===== src/rtl/axi4_mem_bridge.sv =====
// ---------------------------------------------------------------------------
// axi4_mem_bridge
//   AXI4 slave endpoint that sits behind the N:1 AXI crossbar mux. It serves
//   one AXI transaction at a time and turns each INCR burst into a sequence
//   of single-beat requests on a simple valid/ready memory port. Reads and
//   writes contend in IDLE and are granted in strict alternation.
//
//   Optional feature macro: AXI4_MEM_BRIDGE_ERR_CHECK_EN
//     defined   : non-INCR bursts, narrow sizes and misplaced wlast mark the
//                 burst as errored. It still runs its full length, makes no
//                 memory access and returns SLVERR on every B/R response.
//     undefined : every burst is treated as full-width INCR, wlast is
//                 ignored and responses are always OKAY.
//
// Ports
//   clk_i, reset_i   clock, asynchronous active-high reset
//   s_axi4_bus_i     AXI master->slave bundle, packed MSB first:
//                    aw{id,addr,len[8],size[3],burst[2],lock,cache[4],
//                    prot[3],qos[4],region[4],valid}, wid, wdata, wstrb,
//                    wlast, wvalid, bready,
//                    ar{id,addr,len,size,burst,lock,cache,prot,qos,region,
//                    valid}, rready
//   s_axi4_bus_o     AXI slave->master bundle, packed MSB first:
//                    awready, wready, bid, bresp[2], bvalid, arready,
//                    rid, rdata, rresp[2], rlast, rvalid
//   mem_v_o/mem_w_o  memory request valid / write(1) or read(0)
//   mem_addr_o       word address (byte address with the lane bits dropped)
//   mem_data_o       write data, mem_mask_o byte-write enables
//   mem_ready_i      request accepted when mem_v_o & mem_ready_i
//   mem_v_i          read data valid (in order, >=1 cycle after the request)
//   mem_data_i       read data
//   debug_state_o    current FSM state encoding
//
// Handshakes: every channel (AXI and memory) transfers on the rising edge
// where valid and ready are both high. A valid, once raised, is held until
// that edge; valid never depends on ready, while ready may depend on valid.
// ---------------------------------------------------------------------------
module axi4_mem_bridge #(
  parameter int id_width_p   = 4,
  parameter int addr_width_p = 32,
  parameter int data_width_p = 64
) (
  input  logic clk_i,
  input  logic reset_i,
  input  logic [2*(id_width_p+addr_width_p+30)+id_width_p+data_width_p+data_width_p/8+4-1:0] s_axi4_bus_i,
  output logic [2*id_width_p+data_width_p+10-1:0] s_axi4_bus_o,
  output logic mem_v_o,
  output logic mem_w_o,
  output logic [addr_width_p-$clog2(data_width_p/8)-1:0] mem_addr_o,
  output logic [data_width_p-1:0] mem_data_o,
  output logic [data_width_p/8-1:0] mem_mask_o,
  input  logic mem_ready_i,
  input  logic mem_v_i,
  input  logic [data_width_p-1:0] mem_data_i,
  output logic [2:0] debug_state_o
);

  localparam int lg_bytes_lp   = $clog2(data_width_p/8);
  localparam int mem_addr_w_lp = addr_width_p - lg_bytes_lp;

  typedef enum logic [2:0] {
    IDLE    = 3'd0,
    WR_DATA = 3'd1,
    WR_RESP = 3'd2,
    RD_REQ  = 3'd3,
    RD_WAIT = 3'd4,
    RD_DATA = 3'd5
  } state_e;

  // master -> slave fields
  logic [id_width_p-1:0]     awid, wid, arid;
  logic [addr_width_p-1:0]   awaddr, araddr;
  logic [7:0]                awlen, arlen;
  logic [2:0]                awsize, arsize, awprot, arprot;
  logic [1:0]                awburst, arburst;
  logic                      awlock, arlock;
  logic [3:0]                awcache, arcache, awqos, arqos, awregion, arregion;
  logic                      awvalid, arvalid, wvalid, wlast, bready, rready;
  logic [data_width_p-1:0]   wdata;
  logic [data_width_p/8-1:0] wstrb;

  // slave -> master fields
  logic                      awready, wready, bvalid, arready, rvalid, rlast;
  logic [1:0]                bresp, rresp;

  assign {awid, awaddr, awlen, awsize, awburst, awlock, awcache, awprot, awqos,
          awregion, awvalid, wid, wdata, wstrb, wlast, wvalid, bready,
          arid, araddr, arlen, arsize, arburst, arlock, arcache, arprot, arqos,
          arregion, arvalid, rready} = s_axi4_bus_i;

  // Fields the bridge deliberately ignores.
  logic unused_bits;
  assign unused_bits = ^{wid, awlock, awcache, awprot, awqos, awregion,
                         arlock, arcache, arprot, arqos, arregion,
                         awaddr, araddr, awburst, arburst, awsize, arsize, wlast};

  state_e                   state;
  logic                     awready_r, arready_r;
  logic                     prio_wr_r;
  logic [id_width_p-1:0]    id_r;
  logic [mem_addr_w_lp-1:0] addr_r;
  logic [7:0]               len_r, cnt_r;
  logic [data_width_p-1:0]  rdata_r;
  logic                     err_r;
  logic                     last_beat;

  localparam logic [mem_addr_w_lp-1:0] addr_one_lp = {{(mem_addr_w_lp-1){1'b0}}, 1'b1};

  assign last_beat = (cnt_r == len_r);

`ifndef AXI4_MEM_BRIDGE_ERR_CHECK_EN
  assign err_r = 1'b0;
`endif

  always_ff @(posedge clk_i or posedge reset_i) begin
    if (reset_i) begin
      state     <= IDLE;
      awready_r <= 1'b0;
      arready_r <= 1'b0;
      prio_wr_r <= 1'b1;
      id_r      <= '0;
      addr_r    <= '0;
      len_r     <= '0;
      cnt_r     <= '0;
      rdata_r   <= '0;
`ifdef AXI4_MEM_BRIDGE_ERR_CHECK_EN
      err_r     <= 1'b0;
`endif
    end else begin
      case (state)
        IDLE: begin
          // The grant cycle raises a one-cycle ready; the address handshake
          // completes on the following edge, and only then do we move on.
          if (awready_r || arready_r) begin
            awready_r <= 1'b0;
            arready_r <= 1'b0;
            state     <= awready_r ? WR_DATA : RD_REQ;
          end else if (awvalid && (prio_wr_r || !arvalid)) begin
            awready_r <= 1'b1;
            prio_wr_r <= ~prio_wr_r;
            id_r      <= awid;
            addr_r    <= awaddr[addr_width_p-1:lg_bytes_lp];
            len_r     <= awlen;
            cnt_r     <= '0;
`ifdef AXI4_MEM_BRIDGE_ERR_CHECK_EN
            err_r     <= (awburst != 2'b01) || (awsize != 3'(lg_bytes_lp));
`endif
          end else if (arvalid) begin
            arready_r <= 1'b1;
            prio_wr_r <= ~prio_wr_r;
            id_r      <= arid;
            addr_r    <= araddr[addr_width_p-1:lg_bytes_lp];
            len_r     <= arlen;
            cnt_r     <= '0;
`ifdef AXI4_MEM_BRIDGE_ERR_CHECK_EN
            err_r     <= (arburst != 2'b01) || (arsize != 3'(lg_bytes_lp));
`endif
          end
        end
        WR_DATA: begin
          if (wvalid && wready) begin
            addr_r <= addr_r + addr_one_lp;
            cnt_r  <= cnt_r + 8'd1;
`ifdef AXI4_MEM_BRIDGE_ERR_CHECK_EN
            if (wlast != last_beat) err_r <= 1'b1;
`endif
            if (last_beat) state <= WR_RESP;
          end
        end
        WR_RESP: begin
          if (bready) state <= IDLE;
        end
        RD_REQ: begin
          if (err_r || mem_ready_i) state <= RD_WAIT;
        end
        RD_WAIT: begin
          // Errored bursts never issued a request, so there is nothing to wait for.
          if (err_r) begin
            rdata_r <= '0;
            state   <= RD_DATA;
          end else if (mem_v_i) begin
            rdata_r <= mem_data_i;
            state   <= RD_DATA;
          end
        end
        RD_DATA: begin
          if (rready) begin
            if (last_beat) begin
              state <= IDLE;
            end else begin
              cnt_r  <= cnt_r + 8'd1;
              addr_r <= addr_r + addr_one_lp;
              state  <= RD_REQ;
            end
          end
        end
        default: state <= IDLE;
      endcase
    end
  end

  // Write requests are tied combinationally to the W beat so a stalled memory
  // stalls the AXI master directly; errored bursts drain W without memory.
  assign awready = awready_r;
  assign arready = arready_r;
  assign wready  = (state == WR_DATA) && (mem_ready_i || err_r);
  assign bvalid  = (state == WR_RESP);
  assign rvalid  = (state == RD_DATA);
  assign rlast   = (state == RD_DATA) && last_beat;
  assign bresp   = err_r ? 2'b10 : 2'b00;
  assign rresp   = err_r ? 2'b10 : 2'b00;

  assign mem_v_o    = !err_r && (((state == WR_DATA) && wvalid) || (state == RD_REQ));
  assign mem_w_o    = (state == WR_DATA);
  assign mem_addr_o = addr_r;
  assign mem_data_o = wdata;
  assign mem_mask_o = wstrb;

  assign debug_state_o = state;

  assign s_axi4_bus_o = {awready, wready, id_r, bresp, bvalid, arready,
                         id_r, rdata_r, rresp, rlast, rvalid};

endmodule


===== config.mk =====
export PLATFORM = sky130hd
export DESIGN_NAME = axi4_mem_bridge
export DESIGN_NICKNAME = d
export VERILOG_FILES = /design/src/rtl/axi4_mem_bridge.sv
export SDC_FILE = /design/constraint.sdc
export NUM_CORES = 1
export LEC_CHECK = 0
export BUFFER_PORTS_ARGS = -buffer_cell sky130_fd_sc_hd__buf_2
export CORE_AREA = 2 2 180 182
export DETAILED_ROUTE_END_ITERATION = 10
export DIE_AREA = 0 0 182 184
export GPL_TIMING_DRIVEN = 0
export PLACE_DENSITY = 0.5
export SYNTH_ARGS = -nofsm -noshare
export SYNTH_HDL_FRONTEND = slang
export SYNTH_SLANG_ARGS = --single-unit

===== constraint.sdc =====
create_clock -name clk_i -period 11 [get_ports clk_i]
set_input_delay 1.1 -clock clk_i [delete_from_list [all_inputs] [get_ports clk_i]]
set_output_delay 1.1 -clock clk_i [all_outputs]
set_load 0.03 [all_outputs]

==> metrics.txt, run 1 <==
clk_lat worst skew 0.43 ns; Worst Skew 0.0129 ns; Area Growth Syn to Fin 41.6%; routed len/inst 17.3 um; Clk Tree Root Cell clkbuf_16; I/O pins 468; PortBufs 338; post-CTS resize count 0; crit path launch type flop; largest net degree at the start of global routing 63; vias per cell 4.42; Finished Cell Area 0.00972 mm^2; depth of the CTS H-tree 4; Slew @ Worst Pin 0.661 ns; Max-Cap Viols 0; drt total wl 24,600 um; R2R setup slack 8.58 ns; synth unique cells 67; Crit-path slowest cell clkbuf_1; Crit Path Class reg2out; Comb power frac 25.3%; die width 182 um; Clock power frac 40.2%; P_int 987 uW; Mapped Avg Cell Area 10.7 um^2; Post-Syn Area 0.00686 mm^2; critical path peak fanout 10; total iterations of the first detailed-routing run 5; Syn Inst Count 643; Max IR drop VDD 0.113 mV; synth cell count leaders dfrtp_1 (118), buf_4 (87), mux2_2 (79), nand2_1 (44), o21ai_0 (30); Crit. End Element output pin; Hold Path Class reg2reg; Worst path max stage delay 0.43 ns; dpl cells 1,387; global-route wire length before repair 36,100 um; main area contributors after synthesis dfrtp_1 (43%), mux2_2 (13%), buf_4 (9.5%); FMAX 297 MHz; Max Slew Vio Count 0; row count 65; number of flops mapped to enable cells by yosys 0; power per cell area 151 mW/mm^2; Most common cell on crit path buf_2; clk buf depth 2; DR vias 6,265; status completed; # diodes 0; hold_ws 0.495 ns; setup bufs post-CTS 0; routability-driven placement congestion ratio 0.789; DRC 0; cts hold-fix bufs 0; Seq cells post-synth 119; Final HPWL DP 19,300 um; initial core utilization 21.9%; synth warn 0; DP Area 0.00910 mm^2; CTS tree done; Psw 482 uW; Synth top area share 43.0%; Cell Chain, Critical Path buf_2 -> nand2b_1 -> clkbuf_1 -> nor2_1 -> and2_1 -> buf_4 -> buf_2; Final Util 31.0%; Seq/Total Area, Yosys 43.4%; Sequential Power Share 34.6%; post-synth top area cell dfrtp_1; final period utilization 30.6%; top-count cell post-synth dfrtp_1; total gr overflow 0; die height 184 um; TNS Setup 0 ns; ys flop type dfrtp_1; full die area 0.0335 mm^2; clk slew on worst S/H paths 0.06 ns; CTS buffer count 17; Initial DRC Count 285; Nets 1,286; Finished Layout Cells 1,419; vias in the first global route 6,085; Total Routing Usage GR 14.3%; Core Region 0.0314 mm^2; Routed Antenna Nets 0; fillcell total 3,304; share of cells above drive strength 1 56.6%; Final Hold Viols 0; CP required 9.90 ns; sw frac 32.8%; Setup Viol. Count Final 0; Arrival @ worst endpoint 2.26 ns; RSZ-0062 raised after global routing no; initial antenna violation count 0; shortest period the worst path allows 3.36 ns; worst relative slew slack 55.6%; Sinks on Clock Net 119; ys async rst share 100%; leak pwr 5.20 nW
==> final cells by class <==
cell class / count / area [um^2] / area share (%)
Inverter: 7 / 31.3 / 0.322
Clock buffer: 20 / 467 / 4.80
Timing Repair Buffer: 339 / 1720 / 17.7
Multi-Input combinational cell: 396 / 3000 / 30.9
Buffer: 124 / 870 / 8.95
Sequential cell: 119 / 2980 / 30.7
Tap cell: 402 / 503 / 5.18
Clock inverter: 12 / 149 / 1.53
==> registers in the layout, indices dropped and copies added (netlist names) <==
register / cells
arready: 1
awready: 1
cnt_r: 8
debug_state_o: 3
id_r: 4
len_r: 8
mem_addr_o: 29
prio_wr_r: 1
rdata_r: 64
==> power groups by stage <==
stage	Combinational [mW]	Sequential (mW)	Clock (mW)
after global placement	0.372	0.515	0
after CTS	0.378	0.508	0.608
after detailed placement	0.377	0.515	0
after floorplan	0.222	0.539	0
after global routing	0.405	0.513	0.630
final	0.371	0.508	0.590
==> cell families (layout without fill, tap and decap cells) <==
group,Yosys count,in the layout,synth area share [%]
XOR/XNOR,10,10,1.28
flip-flops,119,119,43.4
other,1,4,0.0546
AND/OR/NAND/NOR,139,139,11.3
multiplexers,106,106,17.0
buffers and inverters,131,502,13.1
AO/OA/AOI/OAI,135,135,13.6
adder cells (fa/ha/maj),2,2,0.365
==> through the flow <==
step           setup WS (ns)  total power, mW
3_5_place_dp            7.83            0.892
3_3_place_gp            4.87            0.887
6_report                7.64             1.47
4_1_cts                 7.58             1.49
2_1_floorplan           6.74            0.761
5_1_grt                 7.45             1.55
==> routing by layer <==
metal | global-route usage [%] | up-vias | share of wire (%)
met1 | 17.4 | 2925 | 42
met4 | 4.19 | 0 | 1.6
li1 | - | 2987 | -
met5 | 0 | - | 0
met3 | 3.65 | 29 | 7.1
met2 | 24.9 | 324 | 49
==> layout by cell type (no fill, tap or decap), drive strengths merged, types with 5 or more instances in the layout <==
master	instances
buf	451
o21ai	31
a211oi	7
and4	5
mux2i	26
inv	8
o211ai	6
xor2	8
nor3	15
dfrtp	118
nand2	44
o22ai	11
nor2	15
nand4	9
mux2	80
nor4	8
a21oi	18
a31oi	15
a22o	5
a2bb2oi	7
nand3	16
clkbuf	32
o22a	5
and3	11
==> path summary, 6_finish.rpt <==
kind	start	endpoint	cells past startpoint
worst max-delay path	debug_state_o[1]$_DFFE_PP0P_	s_axi4_bus_o[80]	7
worst min-delay path	rdata_r[58]$_DFFE_PP0P_	rdata_r[58]$_DFFE_PP0P_	1
worst max register to register	debug_state_o[1]$_DFFE_PP0P_	mem_addr_o[24]$_DFFE_PP0P_	7
worst min register to register	rdata_r[58]$_DFFE_PP0P_	rdata_r[58]$_DFFE_PP0P_	1
max in group asynchronous	reset_i	prio_wr_r$_DFFE_PP1P_	3
min in group asynchronous	reset_i	rdata_r[46]$_DFFE_PP0P_	2
==> critical path: cells and delay by family, from the launching register on <==
| kind | cells | cell delay (ns) |
|---|---|---|
| buffers and inverters | 4 | 0.92 |
| DFF | 1 | 0.34 |
| and+or+nand+nor | 3 | 0.58 |
(Power assumes the default switching activity.)
==> inputs of run 2 (changes only) <==
==> config.mk (replaced) <==
export PLATFORM = sky130hd
export DESIGN_NAME = axi4_mem_bridge
export DESIGN_NICKNAME = d
export VERILOG_FILES = /design/src/rtl/axi4_mem_bridge.sv
export SDC_FILE = /design/constraint.sdc
export NUM_CORES = 1
export LEC_CHECK = 0
export ABC_AREA = 1
export BUFFER_PORTS_ARGS = -buffer_cell sky130_fd_sc_hd__buf_2
export CORE_AREA = 2 2 182 184
export DETAILED_ROUTE_END_ITERATION = 10
export DIE_AREA = 0 0 184 186
export GPL_TIMING_DRIVEN = 0
export PLACE_DENSITY = 0.49
export SYNTH_ARGS = -nofsm -noshare
export SYNTH_HDL_FRONTEND = slang
export SYNTH_SLANG_ARGS = --single-unit
==> constraint.sdc (replaced) <==
create_clock -name clk_i -period 3.2 [get_ports clk_i]
set_input_delay 0.32 -clock clk_i [delete_from_list [all_inputs] [get_ports clk_i]]
set_output_delay 0.32 -clock clk_i [all_outputs]
set_load 0.03 [all_outputs]
==> metrics.txt, run 2 <==
Crit Path Class reg2out; Final Util 30.9% (about the same); Total Routing Usage GR 13.8% (-0.51 points); depth of the CTS H-tree 4 (unchanged); drt total wl 23,900 um (-2.6%); Max IR drop VDD 0.398 mV (+250%); post-synth top area cell dfrtp_1; vias per cell 4.16 (-5.7%); Psw 4.76 mW (+890%); Sequential Power Share 28.1% (-6.5 points); Area Growth Syn to Fin 40.7%; post-synthesis mux area share 10.3% (-6.7 points); Final Hold Viols 0 (unchanged); Post-Syn Area 0.00708 mm^2 (+3.2%); Synth Area in Compound Gates 6.38% (-7.2 points); TNS Setup 0 ns (unchanged); Final HPWL DP 18,800 um (-2.6%); sw frac 48.0% (+15 points); Seq/Total Area, Yosys 42.1% (-1.3 points); P_int 5.15 mW (+420%); Core Region 0.0322 mm^2 (+2.6%); routability-driven placement congestion ratio 0.815 (+3.3%); Slew @ Worst Pin 0.759 ns (+0.0984 ns); routed len/inst 14.4 um (-17%); power per cell area 995 mW/mm^2 (+560%); share of cells above drive strength 1 45.9% (-11 points); Max-Cap Viols 0 (unchanged); largest net degree at the start of global routing 35 (-44%); Worst Skew 0.0106 ns (-0.00227 ns); worst relative slew slack 49.4% (-6.2 points); Crit. End Element output pin; post-CTS resize count 0 (unchanged); fillcell total 3,510 (+6.2%); CP required 2.88 ns (-7.02 ns); die height 186 um (+1.1%); top-count cell post-synth nand2_1; Crit-path slowest cell buf_1; die width 184 um (+1.1%); ys async rst share 100% (unchanged); CTS tree done; full die area 0.0342 mm^2 (+2.2%); number of flops mapped to enable cells by yosys 0 (unchanged); critical path peak fanout 10 (unchanged); synth unique cells 42 (-37%); RSZ-0062 raised after global routing no; Max Slew Vio Count 0 (unchanged); commonest non-fill, non-tap cell in the layout buf_2; synth cell count leaders nand2_1 (252), dfrtp_1 (118), nor2_1 (104), buf_4 (86), mux2_2 (64); Comb power frac 52.3% (+27 points); I/O pins 468 (unchanged); leak pwr 5.28 nW (+1.4%); Largest register FFs 64 (unchanged); Synth top area share 41.7% (-1.3 points); crit path launch type flop; Biggest register rdata_r; initial antenna violation count 2 (+2); Post-Synth Simple-Gate Area 25.3% (+14 points); DR vias 6,905 (+10%); Sinks on Clock Net 119 (unchanged); largest family of logic cells by synthesized area simple AND/OR/NAND/NOR gates; global-route wire length before repair 35,700 um (-1.4%); synth warn 0 (unchanged); Clock power frac 19.6% (-21 points); shortest period the worst path allows 2.37 ns; PortBufs 338 (unchanged); clk buf depth 2 (unchanged); Initial DRC Count 318 (+12%); Syn Inst Count 873 (+36%); Setup Viol. Count Final 0 (unchanged); synthesized-area fraction occupied by adder cells 0.353% (-0.011 points); Nets 1,519 (+18%); CTS buffer count 17 (unchanged); status completed; FMAX 421 MHz; Routed Antenna Nets 0 (unchanged); DRC 0 (unchanged); main area contributors after synthesis dfrtp_1 (42%), nand2_1 (13%), mux2_2 (10%); ys flop type dfrtp_1; Hold Path Class in2reg; total gr overflow 0 (unchanged); final period utilization 74.2%; Cell Chain, Critical Path nand2_4 -> buf_1 -> nor3_1 -> buf_4 -> buf_2; Seq cells post-synth 119 (unchanged); Mapped Avg Cell Area 8.11 um^2 (-24%); Synth Area in XOR/XNOR 1.11% (-0.16 points); initial core utilization 22.0% (+0.13 points); clk slew on worst S/H paths 0.06 ns (about the same); most frequent cells in the layout buf_2 (351), nand2_1 (252), dfrtp_1 (118), nor2_1 (104), buf_4 (86); Clk Tree Root Cell clkbuf_16; vias in the first global route 6,407 (+5.3%); Worst path max stage delay 0.51 ns (+0.08 ns); row count 66 (+1.5%); Arrival @ worst endpoint 2.05 ns (-0.21 ns); clk_lat worst skew 0.44 ns (about the same); total iterations of the first detailed-routing run 5 (unchanged)
-- run 2: power groups by stage --
stage	Combinational [mW]	Sequential (mW)	Clock, mW
finish	5.19	2.78	1.94
global route	5.68	2.90	2.08
CTS	5.28	2.79	2.02
detailed placement	5.27	2.80	0
global placement	5.24	2.79	0
floorplan	2.48	3.90	0
-- run 2: layer usage --
layer | up-vias | wire [um] | GRT usage (%)
met5 | - | 7 | 0
li1 | 3442 | - | -
met4 | 2 | 375 | 4.90
met3 | 27 | 1710 | 3.44
met2 | 276 | 11000 | 22.0
met1 | 3158 | 10800 | 18.1
-- run 2: metrics by stage --
stage,cells,instance area (um^2),worst slack [ns],hold WS (ns),power [mW]
after CTS,1658,9960,0.613,0.0762,10.1
after detailed placement,1625,9360,0.624,0.412,8.08
after global routing,1658,9960,0.535,0.0906,10.7
after floorplan,876,7100,1.41,0.470,6.38
final,1659,9960,0.826,0.112,9.91
after global placement,1622,9300,0.369,0.483,8.03
-- run 2: cell type report --
class	count	area, um^2	area share [%]
inverters	54	206	2.07
plain buffers	116	820	8.23
clock buffers	19	443	4.45
clock inverters	13	148	1.48
flip-flops and latches	119	2980	29.9
well taps	408	510	5.12
multi-input cells	587	3090	31.0
diodes	1	2.50	0.0251
repair buffers	342	1760	17.7
-- run 2: repair_timing --
| action | in CTS | in global routing |
|---|---|---|
| setup buffers | 0 | 0 |
| hold endpoints to repair | 19 | 0 |
| hold buffers | 1 | 0 |
-- run 2: logic make-up after synthesis --
family,Yosys count
compound gates,76
xor+xnor,9
fa+ha+maj,2
buf+inv,170
flops,119
mux,65
other cells,1
simple gates,431
-- run 2: final timing paths --
check,startpoint,end,slack (ns),depth (start not counted)
setup reg to reg,prio_wr_r$_DFFE_PP1P_,mem_addr_o[11]$_DFFE_PP0P_,0.88,8
hold / removal,mem_data_i[55],rdata_r[55]$_DFFE_PP0P_,0.11,2
min in group asynchronous,reset_i,rdata_r[50]$_DFFE_PP0P_,0.49,3
hold reg to reg,rdata_r[37]$_DFFE_PP0P_,rdata_r[37]$_DFFE_PP0P_,0.50,1
max in group asynchronous,reset_i,prio_wr_r$_DFFE_PP1P_,2.06,4
setup / recovery,debug_state_o[0]$_DFFE_PP0P_,s_axi4_bus_o[80],0.83,5
-- run 2: worst max-delay path, delay by kind of cell (launching register included) --
kind | cells | cell delay [ns]
AND/OR/NAND/NOR | 2 | 0.30
flip-flops | 1 | 0.49
buffers and inverters | 3 | 0.83
==> inputs of run 3 (changes only) <==
==> config.mk (replaced) <==
export PLATFORM = sky130hd
export DESIGN_NAME = axi4_mem_bridge
export DESIGN_NICKNAME = d
export VERILOG_FILES = /design/src/rtl/axi4_mem_bridge.sv
export SDC_FILE = /design/constraint.sdc
export NUM_CORES = 1
export LEC_CHECK = 0
export ABC_AREA = 0
export BUFFER_PORTS_ARGS = -buffer_cell sky130_fd_sc_hd__buf_2
export CORE_AREA = 2 2 184 186
export DETAILED_ROUTE_END_ITERATION = 10
export DIE_AREA = 0 0 186 188
export GPL_TIMING_DRIVEN = 0
export PLACE_DENSITY = 0.5
export SYNTH_ARGS = -nofsm -noshare
export SYNTH_HDL_FRONTEND = slang
export SYNTH_SLANG_ARGS = --single-unit
==> constraint.sdc (replaced) <==
create_clock -name clk_i -period 2.05 [get_ports clk_i]
set_input_delay 0.205 -clock clk_i [delete_from_list [all_inputs] [get_ports clk_i]]
set_output_delay 0.205 -clock clk_i [all_outputs]
set_load 0.03 [all_outputs]
==> metrics.txt, run 3 (synthesized netlist as in run 1, its figures left out) <==
Max-Cap Viols 0 (unchanged); row count 67 (+1.5%); Crit. End Element output pin; Biggest register rdata_r; Reg-to-Reg End cnt_r[4]$_DFFE_PP0P_; routed len/inst 16.9 um (+17%); crit path launch type flop; Slew @ Worst Pin 0.661 ns (-0.0980 ns); R2R setup slack 0.08 ns (-0.80 ns); Routed Antenna Nets 0 (unchanged); clk_lat worst skew 0.43 ns (about the same); worst relative slew slack 55.9% (+6.5 points); Clk Tree Root Cell clkbuf_16; Final Hold Viols 0 (unchanged); Sinks on Clock Net 119 (unchanged); most frequent cells in the layout buf_2 (340), buf_4 (116), dfrtp_1 (114), mux2_2 (79), nand2_1 (43); vias per cell 4.31 (+3.5%); Max Slew Vio Count 0 (unchanged); Max IR drop VDD 0.586 mV (+47%); final period utilization 97.7%; clk slew on worst S/H paths 0.06 ns (about the same); total gr overflow 0 (unchanged); Hold Path Class in2reg; DR vias 6,496 (-5.9%); drt total wl 25,500 um (+6.5%); Finished Cell Area 0.0105 mm^2 (+5.3%); Hold Path End rdata_r[46]$_DFFE_PP0P_; initial core utilization 20.7% (-1.3 points); share of cells above drive strength 1 60.2% (+14 points); hold_ws 0.0190 ns (-0.0926 ns); Setup Viol. Count Final 0 (unchanged); PortBufs 338 (unchanged); fillcell total 3,479 (-0.88%); vias in the first global route 6,244 (-2.5%); initial antenna violation count 2 (unchanged); DRC 0 (unchanged); critical path peak fanout 4 (-6); clk buf depth 2 (unchanged); routability-driven placement congestion ratio 0.792 (-2.8%); Worst Reg-to-Reg Cells 8 (unchanged); Final HPWL DP 19,400 um (+3.1%); leak pwr 5.47 nW (+3.6%); CTS buffer count 17 (unchanged); largest net degree at the start of global routing 40 (+14%); Area Growth Syn to Fin 52.8%; total iterations of the first detailed-routing run 4 (-1); Total Routing Usage GR 14.1% (+0.28 points); commonest non-fill, non-tap cell in the layout buf_2; Worst Skew 0.0134 ns (+0.00284 ns); Core Region 0.0331 mm^2 (+2.8%); FMAX 499 MHz; Largest register FFs 64 (unchanged); global-route wire length before repair 37,100 um (+3.9%); Hold Crit Start mem_data_i[46]; die width 186 um (+1.1%); DP Area 0.00919 mm^2 (-1.8%); full die area 0.0350 mm^2 (+2.2%); RSZ-0062 raised after global routing yes; CTS tree done; depth of the CTS H-tree 4 (unchanged); Initial DRC Count 288 (-9.4%); FF-to-FF Start debug_state_o[0]$_DFFE_PP0P_; Arrival @ worst endpoint 1.80 ns (-0.25 ns); die height 188 um (+1.1%); shortest period the worst path allows 2.00 ns; power per cell area 814 mW/mm^2 (-18%); CP required 1.85 ns (-1.03 ns); Crit Path Class reg2out; Nets 1,328 (-13%); I/O pins 468 (unchanged); worst hold stages 2 (unchanged); status completed
[run 3: changes by cell type in the layout (fill, tap and decap cells not counted), moves of 9 or more]
cell | previous run | this run
a21oi_1 | 6 | 18
and3_1 | 0 | 9
buf_2 | 351 | 340
buf_4 | 86 | 116
dlygate4sd3_1 | 1 | 22
inv_1 | 47 | 6
mux2_2 | 64 | 79
mux2i_1 | 1 | 22
nand2_1 | 252 | 43
nand3_1 | 43 | 13
nor2_1 | 104 | 11
o22ai_1 | 1 | 11
[run 3: cell type report]
class	instances	area [um^2]	share of cell area [%]
inverter	7	30.0	0.286
sequential	119	2980	28.5
clock buffer	18	429	4.09
multi-input combinational	396	3170	30.2
tap	448	561	5.35
clock inverter	14	272	2.59
buffer	121	901	8.59
antenna	1	2.50	0.0239
timing repair buffer	384	2140	20.4
[run 3: worst max-delay path, stage by stage, from the launching register on]
cell and delay (ns):
dfrtp_2 0.44, xor2_2 0.19, nor4_4 0.26, buf_4 0.18, and3_4 0.18, buf_6 0.12
[run 3: power breakdown]
part	switching [mW]	leakage, nW	internal [mW]
Clock	1.21	0.339	2.42
Combinational	1.27	3.56	0.896
Sequential	0.224	1.57	2.51
Total	2.70	5.47	5.83
[run 3: through the flow]
stage | cells | TNS (ns) | utilization, % | power, mW | setup slack [ns]
6_report | 1508 | 0 | 31.7 | 8.53 | 0.0465
5_1_grt | 1507 | -0.0138 | 31.7 | 8.91 | -0.0125
4_1_cts | 1500 | -0.00649 | 31.1 | 8.58 | -0.00576
3_5_place_dp | 1435 | -12.68 | 27.8 | 4.79 | -0.335
3_3_place_gp | 1432 | -88.67 | 27.6 | 4.76 | -0.669
2_1_floorplan | 646 | 0 | - | 4.08 | 0.0205
[run 3: how the worst max path moves through the flow]
stage,slack [ns],cells after the start,endpoint,startpoint
floorplan,0.02,6,mem_addr_o[1]$_DFFE_PP0P_,debug_state_o[1]$_DFFE_PP0P_
global placement,-0.67,2,mem_addr_o[2]$_DFFE_PP0P_,reset_i
detailed placement,-0.34,7,len_r[5]$_DFFE_PP0P_,debug_state_o[1]$_DFFE_PP0P_
CTS,-0.006,5,s_axi4_bus_o[1],cnt_r[4]$_DFFE_PP0P_
global route,-0.01,7,mem_addr_o[24]$_DFFE_PP0P_,debug_state_o[1]$_DFFE_PP0P_
finish,0.05,5,s_axi4_bus_o[1],cnt_r[6]$_DFFE_PP0P_
[run 3: routing by layer]
layer  up-vias  routed length, um  GRT usage, %
li1       3088                  -             -
met1      3070              10700          17.7
met2       322              12500          24.0
met3        16               2050          3.65
met4         0                210          3.21
met5         -                  0             0
[run 3: repair_timing]
action | CTS | global route
hold buffers | 22 | 0
hold endpoints to repair | 33 | 0
buffers inserted | 13 | 8
setup endpoints to repair | 113 | 109
resized for setup | 34 | 37
pin swaps | 7 | 6
